## src/rtl/serial_port_uart.sv

```systemverilog
`default_nettype none
`timescale 1ns/1ps
// ============================================================================
// Module      : serial_port_uart
// Description : Peripheral end of the processor's byte-wide serial port.
//               Bytes written by the processor are queued in a TX FIFO and
//               shifted out as 8N1 UART frames. Incoming 8N1 frames are
//               deserialized into a one-byte holding register that the
//               processor reads with a consume strobe.
//
// Parameters  : CLKS_PER_BIT   clock cycles per UART bit (>= 4)
//               TX_FIFO_DEPTH  TX FIFO entries (power of two, >= 2)
//
// Ports       : clock            single clock for all logic
//               reset            asynchronous, active-high reset
//               tx_data_in       byte from processor
//               tx_wren_in       write strobe (one byte per cycle high)
//               tx_ready_out     TX FIFO not full
//               rx_data_out      holding-register byte
//               rx_valid_out     holding register full
//               rx_rden_in       consume strobe
//               rx_overrun_out   sticky: a received byte was dropped
//               rx_frame_err_out one-cycle pulse on a stop bit sampled as 0
//               uart_rxd_in      serial input line (idle high)
//               uart_txd_out     serial output line (idle high, registered)
//
// Build macro : SERIAL_LOOPBACK_EN
//               Defined   - RX is fed from the internal TX line and
//                           uart_txd_out is held at 1.
//               Undefined - normal external operation.
//
// Revision    : 1.0  initial release
// ============================================================================
module serial_port_uart #(
    parameter int CLKS_PER_BIT  = 434,
    parameter int TX_FIFO_DEPTH = 8
) (
    input  logic       clock,
    input  logic       reset,
    input  logic [7:0] tx_data_in,
    input  logic       tx_wren_in,
    output logic       tx_ready_out,
    output logic [7:0] rx_data_out,
    output logic       rx_valid_out,
    input  logic       rx_rden_in,
    output logic       rx_overrun_out,
    output logic       rx_frame_err_out,
    input  logic       uart_rxd_in,
    output logic       uart_txd_out
);

    localparam int PTR_W = $clog2(TX_FIFO_DEPTH);
    localparam int CNT_W = $clog2(CLKS_PER_BIT);

    localparam logic [CNT_W-1:0] c_cnt_one   = CNT_W'(1);
    localparam logic [CNT_W-1:0] c_bit_last  = CNT_W'(CLKS_PER_BIT - 1);
    localparam logic [CNT_W-1:0] c_half_bit  = CNT_W'(CLKS_PER_BIT / 2);
    // The falling edge is only seen after the two synchronizer stages, so
    // the start-bit count resumes at 2; the sample then lands on the
    // line value at mid-bit.
    localparam logic [CNT_W-1:0] c_rx_cnt_init = CNT_W'(2);
    localparam logic [PTR_W-1:0] c_ptr_one   = PTR_W'(1);
    localparam logic [PTR_W:0]   c_count_one = (PTR_W+1)'(1);
    localparam logic [PTR_W:0]   c_fifo_full = (PTR_W+1)'(TX_FIFO_DEPTH);
    localparam logic [2:0]       c_idx_last  = 3'd7;

    // ------------------------------------------------------------------
    // TX FIFO
    // ------------------------------------------------------------------
    logic [7:0]       fifo_mem_q [TX_FIFO_DEPTH];
    logic [PTR_W-1:0] wr_ptr_q;
    logic [PTR_W-1:0] rd_ptr_q;
    logic [PTR_W:0]   count_q;
    logic [PTR_W-1:0] wr_ptr_d;
    logic [PTR_W-1:0] rd_ptr_d;
    logic [PTR_W:0]   count_d;
    logic             w_push;
    logic             w_pop;
    logic             w_fifo_empty;
    logic [7:0]       w_fifo_head;

    assign tx_ready_out = (count_q != c_fifo_full);
    assign w_fifo_empty = (count_q == '0);
    assign w_push       = tx_wren_in && tx_ready_out;
    assign w_fifo_head  = fifo_mem_q[rd_ptr_q];

    always_comb begin
        wr_ptr_d = wr_ptr_q;
        rd_ptr_d = rd_ptr_q;
        count_d  = count_q;
        if (w_push) begin
            wr_ptr_d = wr_ptr_q + c_ptr_one;
        end
        if (w_pop) begin
            rd_ptr_d = rd_ptr_q + c_ptr_one;
        end
        case ({w_push, w_pop})
            2'b10:   count_d = count_q + c_count_one;
            2'b01:   count_d = count_q - c_count_one;
            default: count_d = count_q;
        endcase
    end

    always_ff @(posedge clock or posedge reset) begin
        if (reset) begin
            wr_ptr_q <= '0;
            rd_ptr_q <= '0;
            count_q  <= '0;
        end else begin
            wr_ptr_q <= wr_ptr_d;
            rd_ptr_q <= rd_ptr_d;
            count_q  <= count_d;
        end
    end

    // Storage needs no reset: an entry is only read after being written.
    always_ff @(posedge clock) begin
        if (w_push) begin
            fifo_mem_q[wr_ptr_q] <= tx_data_in;
        end
    end

    // ------------------------------------------------------------------
    // TX FSM
    // ------------------------------------------------------------------
    typedef enum logic [1:0] {
        TX_IDLE  = 2'd0,
        TX_START = 2'd1,
        TX_DATA  = 2'd2,
        TX_STOP  = 2'd3
    } tx_state_t;

    tx_state_t        tx_state_q;
    logic [CNT_W-1:0] tx_cnt_q;
    logic [2:0]       tx_idx_q;
    logic [7:0]       tx_shift_q;
    logic             tx_line_q;
    logic             w_tx_bit_end;

    assign w_tx_bit_end = (tx_cnt_q == c_bit_last);

    // A byte leaves the FIFO when the transmitter is idle, or at the very
    // end of a stop bit so consecutive frames follow with no idle gap.
    assign w_pop = !w_fifo_empty &&
                   ((tx_state_q == TX_IDLE) ||
                    ((tx_state_q == TX_STOP) && w_tx_bit_end));

    always_ff @(posedge clock or posedge reset) begin
        if (reset) begin
            tx_state_q <= TX_IDLE;
            tx_cnt_q   <= '0;
            tx_idx_q   <= '0;
            tx_shift_q <= '0;
            tx_line_q  <= 1'b1;
        end else begin
            case (tx_state_q)
                TX_IDLE: begin
                    tx_cnt_q <= '0;
                    if (!w_fifo_empty) begin
                        tx_shift_q <= w_fifo_head;
                        tx_line_q  <= 1'b0;
                        tx_state_q <= TX_START;
                    end
                end
                TX_START: begin
                    if (w_tx_bit_end) begin
                        tx_cnt_q   <= '0;
                        tx_idx_q   <= '0;
                        tx_line_q  <= tx_shift_q[0];
                        tx_state_q <= TX_DATA;
                    end else begin
                        tx_cnt_q <= tx_cnt_q + c_cnt_one;
                    end
                end
                TX_DATA: begin
                    if (w_tx_bit_end) begin
                        tx_cnt_q <= '0;
                        if (tx_idx_q == c_idx_last) begin
                            tx_line_q  <= 1'b1;
                            tx_state_q <= TX_STOP;
                        end else begin
                            // Bit 0 of the shifter is always the bit on the line.
                            tx_shift_q <= {1'b0, tx_shift_q[7:1]};
                            tx_line_q  <= tx_shift_q[1];
                            tx_idx_q   <= tx_idx_q + 3'd1;
                        end
                    end else begin
                        tx_cnt_q <= tx_cnt_q + c_cnt_one;
                    end
                end
                TX_STOP: begin
                    if (w_tx_bit_end) begin
                        tx_cnt_q <= '0;
                        if (!w_fifo_empty) begin
                            tx_shift_q <= w_fifo_head;
                            tx_line_q  <= 1'b0;
                            tx_state_q <= TX_START;
                        end else begin
                            tx_state_q <= TX_IDLE;
                        end
                    end else begin
                        tx_cnt_q <= tx_cnt_q + c_cnt_one;
                    end
                end
                default: begin
                    tx_cnt_q   <= '0;
                    tx_line_q  <= 1'b1;
                    tx_state_q <= TX_IDLE;
                end
            endcase
        end
    end

    // ------------------------------------------------------------------
    // Line routing
    // ------------------------------------------------------------------
    logic w_rx_line;

`ifdef SERIAL_LOOPBACK_EN
    logic w_unused_rxd;
    assign w_unused_rxd = uart_rxd_in;
    assign w_rx_line    = tx_line_q;
    assign uart_txd_out = 1'b1;
`else
    assign w_rx_line    = uart_rxd_in;
    assign uart_txd_out = tx_line_q;
`endif

    // ------------------------------------------------------------------
    // RX synchronizer and falling-edge detect
    // ------------------------------------------------------------------
    logic rx_sync1_q;
    logic rx_sync2_q;
    logic rx_prev_q;
    logic w_rx_fall;

    always_ff @(posedge clock or posedge reset) begin
        if (reset) begin
            rx_sync1_q <= 1'b1;
            rx_sync2_q <= 1'b1;
            rx_prev_q  <= 1'b1;
        end else begin
            rx_sync1_q <= w_rx_line;
            rx_sync2_q <= rx_sync1_q;
            rx_prev_q  <= rx_sync2_q;
        end
    end

    assign w_rx_fall = rx_prev_q && !rx_sync2_q;

    // ------------------------------------------------------------------
    // RX FSM
    // ------------------------------------------------------------------
    typedef enum logic [1:0] {
        RX_IDLE  = 2'd0,
        RX_START = 2'd1,
        RX_DATA  = 2'd2,
        RX_STOP  = 2'd3
    } rx_state_t;

    rx_state_t        rx_state_q;
    logic [CNT_W-1:0] rx_cnt_q;
    logic [2:0]       rx_idx_q;
    logic [7:0]       rx_shift_q;
    logic             rx_deliver_q;
    logic             rx_frame_err_q;

    always_ff @(posedge clock or posedge reset) begin
        if (reset) begin
            rx_state_q     <= RX_IDLE;
            rx_cnt_q       <= '0;
            rx_idx_q       <= '0;
            rx_shift_q     <= '0;
            rx_deliver_q   <= 1'b0;
            rx_frame_err_q <= 1'b0;
        end else begin
            rx_deliver_q   <= 1'b0;
            rx_frame_err_q <= 1'b0;
            case (rx_state_q)
                RX_IDLE: begin
                    if (w_rx_fall) begin
                        rx_cnt_q   <= c_rx_cnt_init;
                        rx_state_q <= RX_START;
                    end
                end
                RX_START: begin
                    if (rx_cnt_q == c_half_bit) begin
                        rx_cnt_q <= '0;
                        rx_idx_q <= '0;
                        // A line back high at mid-start-bit was only a glitch.
                        rx_state_q <= rx_sync2_q ? RX_IDLE : RX_DATA;
                    end else begin
                        rx_cnt_q <= rx_cnt_q + c_cnt_one;
                    end
                end
                RX_DATA: begin
                    if (rx_cnt_q == c_bit_last) begin
                        rx_cnt_q   <= '0;
                        rx_shift_q <= {rx_sync2_q, rx_shift_q[7:1]};
                        if (rx_idx_q == c_idx_last) begin
                            rx_state_q <= RX_STOP;
                        end else begin
                            rx_idx_q <= rx_idx_q + 3'd1;
                        end
                    end else begin
                        rx_cnt_q <= rx_cnt_q + c_cnt_one;
                    end
                end
                RX_STOP: begin
                    if (rx_cnt_q == c_bit_last) begin
                        rx_cnt_q       <= '0;
                        rx_state_q     <= RX_IDLE;
                        rx_deliver_q   <= rx_sync2_q;
                        rx_frame_err_q <= !rx_sync2_q;
                    end else begin
                        rx_cnt_q <= rx_cnt_q + c_cnt_one;
                    end
                end
                default: begin
                    rx_cnt_q   <= '0;
                    rx_state_q <= RX_IDLE;
                end
            endcase
        end
    end

    // ------------------------------------------------------------------
    // Holding register
    // ------------------------------------------------------------------
    logic [7:0] hold_data_q;
    logic       hold_valid_q;
    logic       hold_overrun_q;
    logic       w_read;

    // A consume strobe only counts while a byte is actually held.
    assign w_read = rx_rden_in && hold_valid_q;

    always_ff @(posedge clock or posedge reset) begin
        if (reset) begin
            hold_data_q    <= '0;
            hold_valid_q   <= 1'b0;
            hold_overrun_q <= 1'b0;
        end else begin
            if (rx_deliver_q) begin
                if (hold_valid_q && !w_read) begin
                    // Register still owned by the processor: keep old byte.
                    hold_overrun_q <= 1'b1;
                end else begin
                    hold_data_q  <= rx_shift_q;
                    hold_valid_q <= 1'b1;
                    if (w_read) begin
                        hold_overrun_q <= 1'b0;
                    end
                end
            end else if (w_read) begin
                hold_valid_q   <= 1'b0;
                hold_overrun_q <= 1'b0;
            end
        end
    end

    assign rx_data_out      = hold_data_q;
    assign rx_valid_out     = hold_valid_q;
    assign rx_overrun_out   = hold_overrun_q;
    assign rx_frame_err_out = rx_frame_err_q;

endmodule
`default_nettype wire
```

## config.mk

```make
export PLATFORM = sky130hd
export DESIGN_NAME = serial_port_uart
export DESIGN_NICKNAME = d
export VERILOG_FILES = /design/src/rtl/serial_port_uart.sv
export SDC_FILE = /design/constraint.sdc
export NUM_CORES = 1
export LEC_CHECK = 0
export ABC_CLOCK_PERIOD_IN_PS = 3290
export CORE_UTILIZATION = 60
export DETAILED_ROUTE_END_ITERATION = 6
export PLACE_DENSITY_LB_ADDON = 0.15
export SETUP_SLACK_MARGIN = 0.05
export SYNTH_ARGS = -nofsm -noshare
export SYNTH_HDL_FRONTEND = slang
export SYNTH_SLANG_ARGS = --single-unit
```

## constraint.sdc

```tcl
create_clock -name clock -period 3.29 [get_ports clock]
set_input_delay 0.658 -clock clock [delete_from_list [all_inputs] [get_ports clock]]
set_output_delay 0.658 -clock clock [all_outputs]
set_load 0.02 [all_outputs]
```

==> key figures <==
Status
  • Status: finished, final reports clean

Pwr
  • Pint: between 3 and 4 mW
  • Clk network pwr share: 0.304
  • Logic pwr share: 0.287
  • Leak: roughly 2.8 nW
  • Sequential power share: 0.409
  • VDD IR-drop max: about 520 uV
  • Sw Ratio: 0.3348
  • Power per cell area: between 800 and 900 nW/um2
  • P_sw: between 2 and 2.5 mW

Clock network
  • Clock buffer depth: 2
  • H-tree Lvls: 4
  • Clk sink count: roughly 130
  • Post-CTS setup buffers: 0
  • Hold-fix buffers, CTS: 0
  • Root buf cell: clkbuf_8
  • CTS tree: yes
  • CTS clk-pin slew, worst paths: roughly 0.06 ns
  • Cts repair resizes: 0
  • Clk_lat worst skew: 0.52 ns
  • Num CTS Buffers: 17

Floorplanning
  • Chip width: about 100 um
  • Core ar.: just under 10000 um2
  • Die ar.: a little over 10000 um2
  • Row count: 36
  • # IOs: 26
  • Starting Density: 0.6141
  • Die Y: around 100 um

Routing
  • Post-route DRC: 0
  • DR vias: around 3800
  • Routed wl met3: roughly 350 um
  • Vias per cell: approximately 5.9
  • Number of DRC markers in iteration 0: between 150 and 200
  • Met2 Wirelength: about 5600 um
  • DR top layer: met4
  • DRT Pass-1 Iters: 5
  • Met1 wire length: 4936 um
  • Total Wirelength: 11080 um
  • Final ANT Viol Nets: 0
  • Wire length per cell after detailed routing: ~17 um

Logic synthesis
  • Cell count after synthesis: roughly 450
  • Synth Area in XOR/XNOR: 0.02199
  • Simple-gate portion of the synthesized area: 0.1043
  • Proportion of synthesized area in mux cells: 0.1032
  • Seq cells post-synth: between 100 and 150
  • Synth Cell Area: about 6000 um2
  • Syn. warnings: 0
  • Main combinational cell family by area after synthesis: simple AND/OR/NAND/NOR gates
  • Number of flops mapped to enable cells by yosys: 64
  • Adder-Cell Fraction of Synth Area: 0.03770
  • Mapped Nets: about 480
  • Sequential element share of the synthesized area: 0.6157
  • Ys async rst share: 0.5224
  • Synth Flop Type: dfrtp_1
  • Mapped Avg Cell Area: 13.22 um2
  • Library cells used by synthesis: between 50 and 60
  • Synth Area in Compound Gates: 0.09277

Setup path
  • Setup crit end kind: primary output
  • Critical path type: flop to primary output
  • Arr. time, crit path: roughly 1.9 ns
  • CP startpoint kind: flop
  • Crit Path Max Fanout: 8
  • WP data required: approximately 2.6 ns

Final layout
  • P&R area growth vs syn: 16.77%
  • Ratio of cells with drive above 1 in the final layout: 0.1680
  • Fill cells: ~660
  • ANT cells: 0
  • Multi-input gate area: 2151 um2
  • Number of nets in the layout: roughly 520
  • Util after Layout: 0.7171
  • Seq. cell area: 3679 um2

Timing
  • Setup violators final: 0
  • Worst-Margin Slew: 1.243 ns
  • RSZ-0062 raised after global routing: false
  • Final Skew: 0.01483 ns
  • Final setup TNS: 0 ns
  • Setup ws final: ~0.73 ns
  • Fmax: between 300 and 400 MHz
  • Relative slew slack: 0.1602
  • Fin crit share: 0.7783
  • Fin. Hold Viols: 0
  • Max Slew Vio Count: 0
  • Crit path time final: ~2.6 ns

Hold path
  • Hold Crit Class: flop to flop

Job
  • MaxCap Viol Count: 0

Global route
  • GRT Total Usage: 0.2377
  • Initial antenna violation count: 0
  • GRT Residual Overflow: 0
  • First-pass GRT wire length: ~18000 um
  • Largest net degree at the start of global routing: 38
  • Vias in the first global route: 3624

Placement
  • Post-DP HPWL: around 7000 um
  • Place WS: around 0.62 ns
  • Routability cong.: slightly below 0.8
  • IO buf count: 25
## through the flow
stage,cell area (um2),hold slack [ns],std cells,power (mW)
2_1_floorplan,5974,0.3452,452,3.743
3_3_place_gp,6405,0.3466,607,4.092
3_5_place_dp,6405,0.3497,607,4.173
4_1_cts,6977,0.3586,639,6.029
5_1_grt,6977,0.3597,639,6.330
6_report,6977,0.3563,639,5.987
## sequential cells by signal (all words and copies together), names as in the netlist, 2 cells and up, named ones only
signal       count
tx_idx_q         3
count_q          4
rx_shift_q       8
tx_shift_q       8
rx_data_out      8
fifo_mem_q      64
rx_idx_q         3
rd_ptr_q         3
tx_state_q       2
tx_cnt_q         9
wr_ptr_q         3
rx_cnt_q         9
## area by class of cell
| cell class | count | area share |
|---|---|---|
| Tap cell | 133 | 0.02385 |
| Sequential cell | 134 | 0.5273 |
| Clock buffer | 19 | 0.06349 |
| Inverter | 17 | 0.009146 |
| Clock inverter | 13 | 0.01847 |
| Timing Repair Buffer | 36 | 0.04950 |
| Multi-Input combinational cell | 287 | 0.3083 |
## cells by family (layout without fill, tap and decap cells)
family / count (synthesis) / count (layout)
DFF: 134 / 134
buffers and inverters: 31 / 85
and+or+nand+nor: 122 / 122
AOI/OAI and AO/OA: 83 / 83
adders and majority gates: 18 / 18
xor gates and xnor gates: 15 / 15
muxes: 49 / 49
## cell usage after synthesis (7+ instances only)
| library cell | instances | share of area |
|---|---|---|
| edfxtp_1 | 64 | 0.32 |
| a21oi_1 | 18 | 0.015 |
| mux2_2 | 21 | 0.040 |
| nor2_1 | 21 | 0.013 |
| nand3_1 | 12 | 0.010 |
| o21ai_0 | 16 | 0.013 |
| nand2_1 | 38 | 0.024 |
| inv_1 | 17 | 0.011 |
| a31oi_1 | 10 | 0.010 |
| nor2b_1 | 7 | 0.0073 |
| nand2b_1 | 9 | 0.0094 |
| a221oi_1 | 8 | 0.012 |
| mux4_2 | 8 | 0.030 |
| nor3_1 | 11 | 0.0092 |
| dfrtp_1 | 66 | 0.28 |
| mux2i_1 | 20 | 0.034 |
| ha_1 | 18 | 0.038 |
| xnor2_1 | 10 | 0.015 |
## power by group through the flow
stage	registers, mW	clock network [mW]	logic [mW]
global route	2.50	1.92	1.91
detailed placement	2.47	0	1.70
floorplan	2.33	0	1.41
CTS	2.45	1.85	1.73
finish	2.45	1.82	1.72
global placement	2.46	0	1.64
## final timing paths
| path | startpoint | to | slack, ns | depth (start not counted) |
|---|---|---|---|---|
| max | count_q[0] | tx_ready_out | 0.73 | 3 |
| min reg2reg | rx_sync1_q | rx_sync2_q | 0.36 | 0 |
| min | rx_sync1_q | rx_sync2_q | 0.36 | 0 |
| min in group asynchronous | reset | rd_ptr_q[2] | 0.59 | 2 |
| max in group asynchronous | reset | rx_sync1_q | 2.00 | 3 |
| max reg2reg | tx_cnt_q[1] | count_q[2] | 0.73 | 12 |
## critical path, cell delays in order (launching register included)
cell and delay, ns:
dfrtp_1 0.47, nor3_1 0.21, nand2_1 0.14, clkdlybuf4s50_1 0.57
## placed cells by master, fill, tap and decap left out, types with 4 or more instances in the layout
| master | count |
|---|---|
| a21oi_1 | 18 |
| a221oi_1 | 8 |
| a31oi_1 | 10 |
| buf_4 | 10 |
| clkbuf_16 | 17 |
| clkdlybuf4s50_1 | 25 |
| dfrtp_1 | 66 |
| dfstp_2 | 4 |
| edfxtp_1 | 64 |
| ha_1 | 18 |
| inv_1 | 16 |
| inv_6 | 9 |
| mux2_2 | 21 |
| mux2i_1 | 20 |
| mux4_2 | 8 |
| nand2_1 | 38 |
| nand2b_1 | 9 |
| nand3_1 | 12 |
| nor2_1 | 21 |
| nor2b_1 | 7 |
| nor3_1 | 11 |
| nor4_1 | 4 |
| o21ai_0 | 16 |
| o22ai_1 | 6 |
| o31ai_1 | 4 |
| xnor2_1 | 10 |
| xor2_1 | 5 |
## layer usage
metal	track usage	vias to the layer above
met5	0	-
met4	0.1104	0
met3	0.05590	18
met2	0.3732	84
met1	0.3166	1895
li1	-	1778
Note: power is estimated with default switching activity, not from simulation.
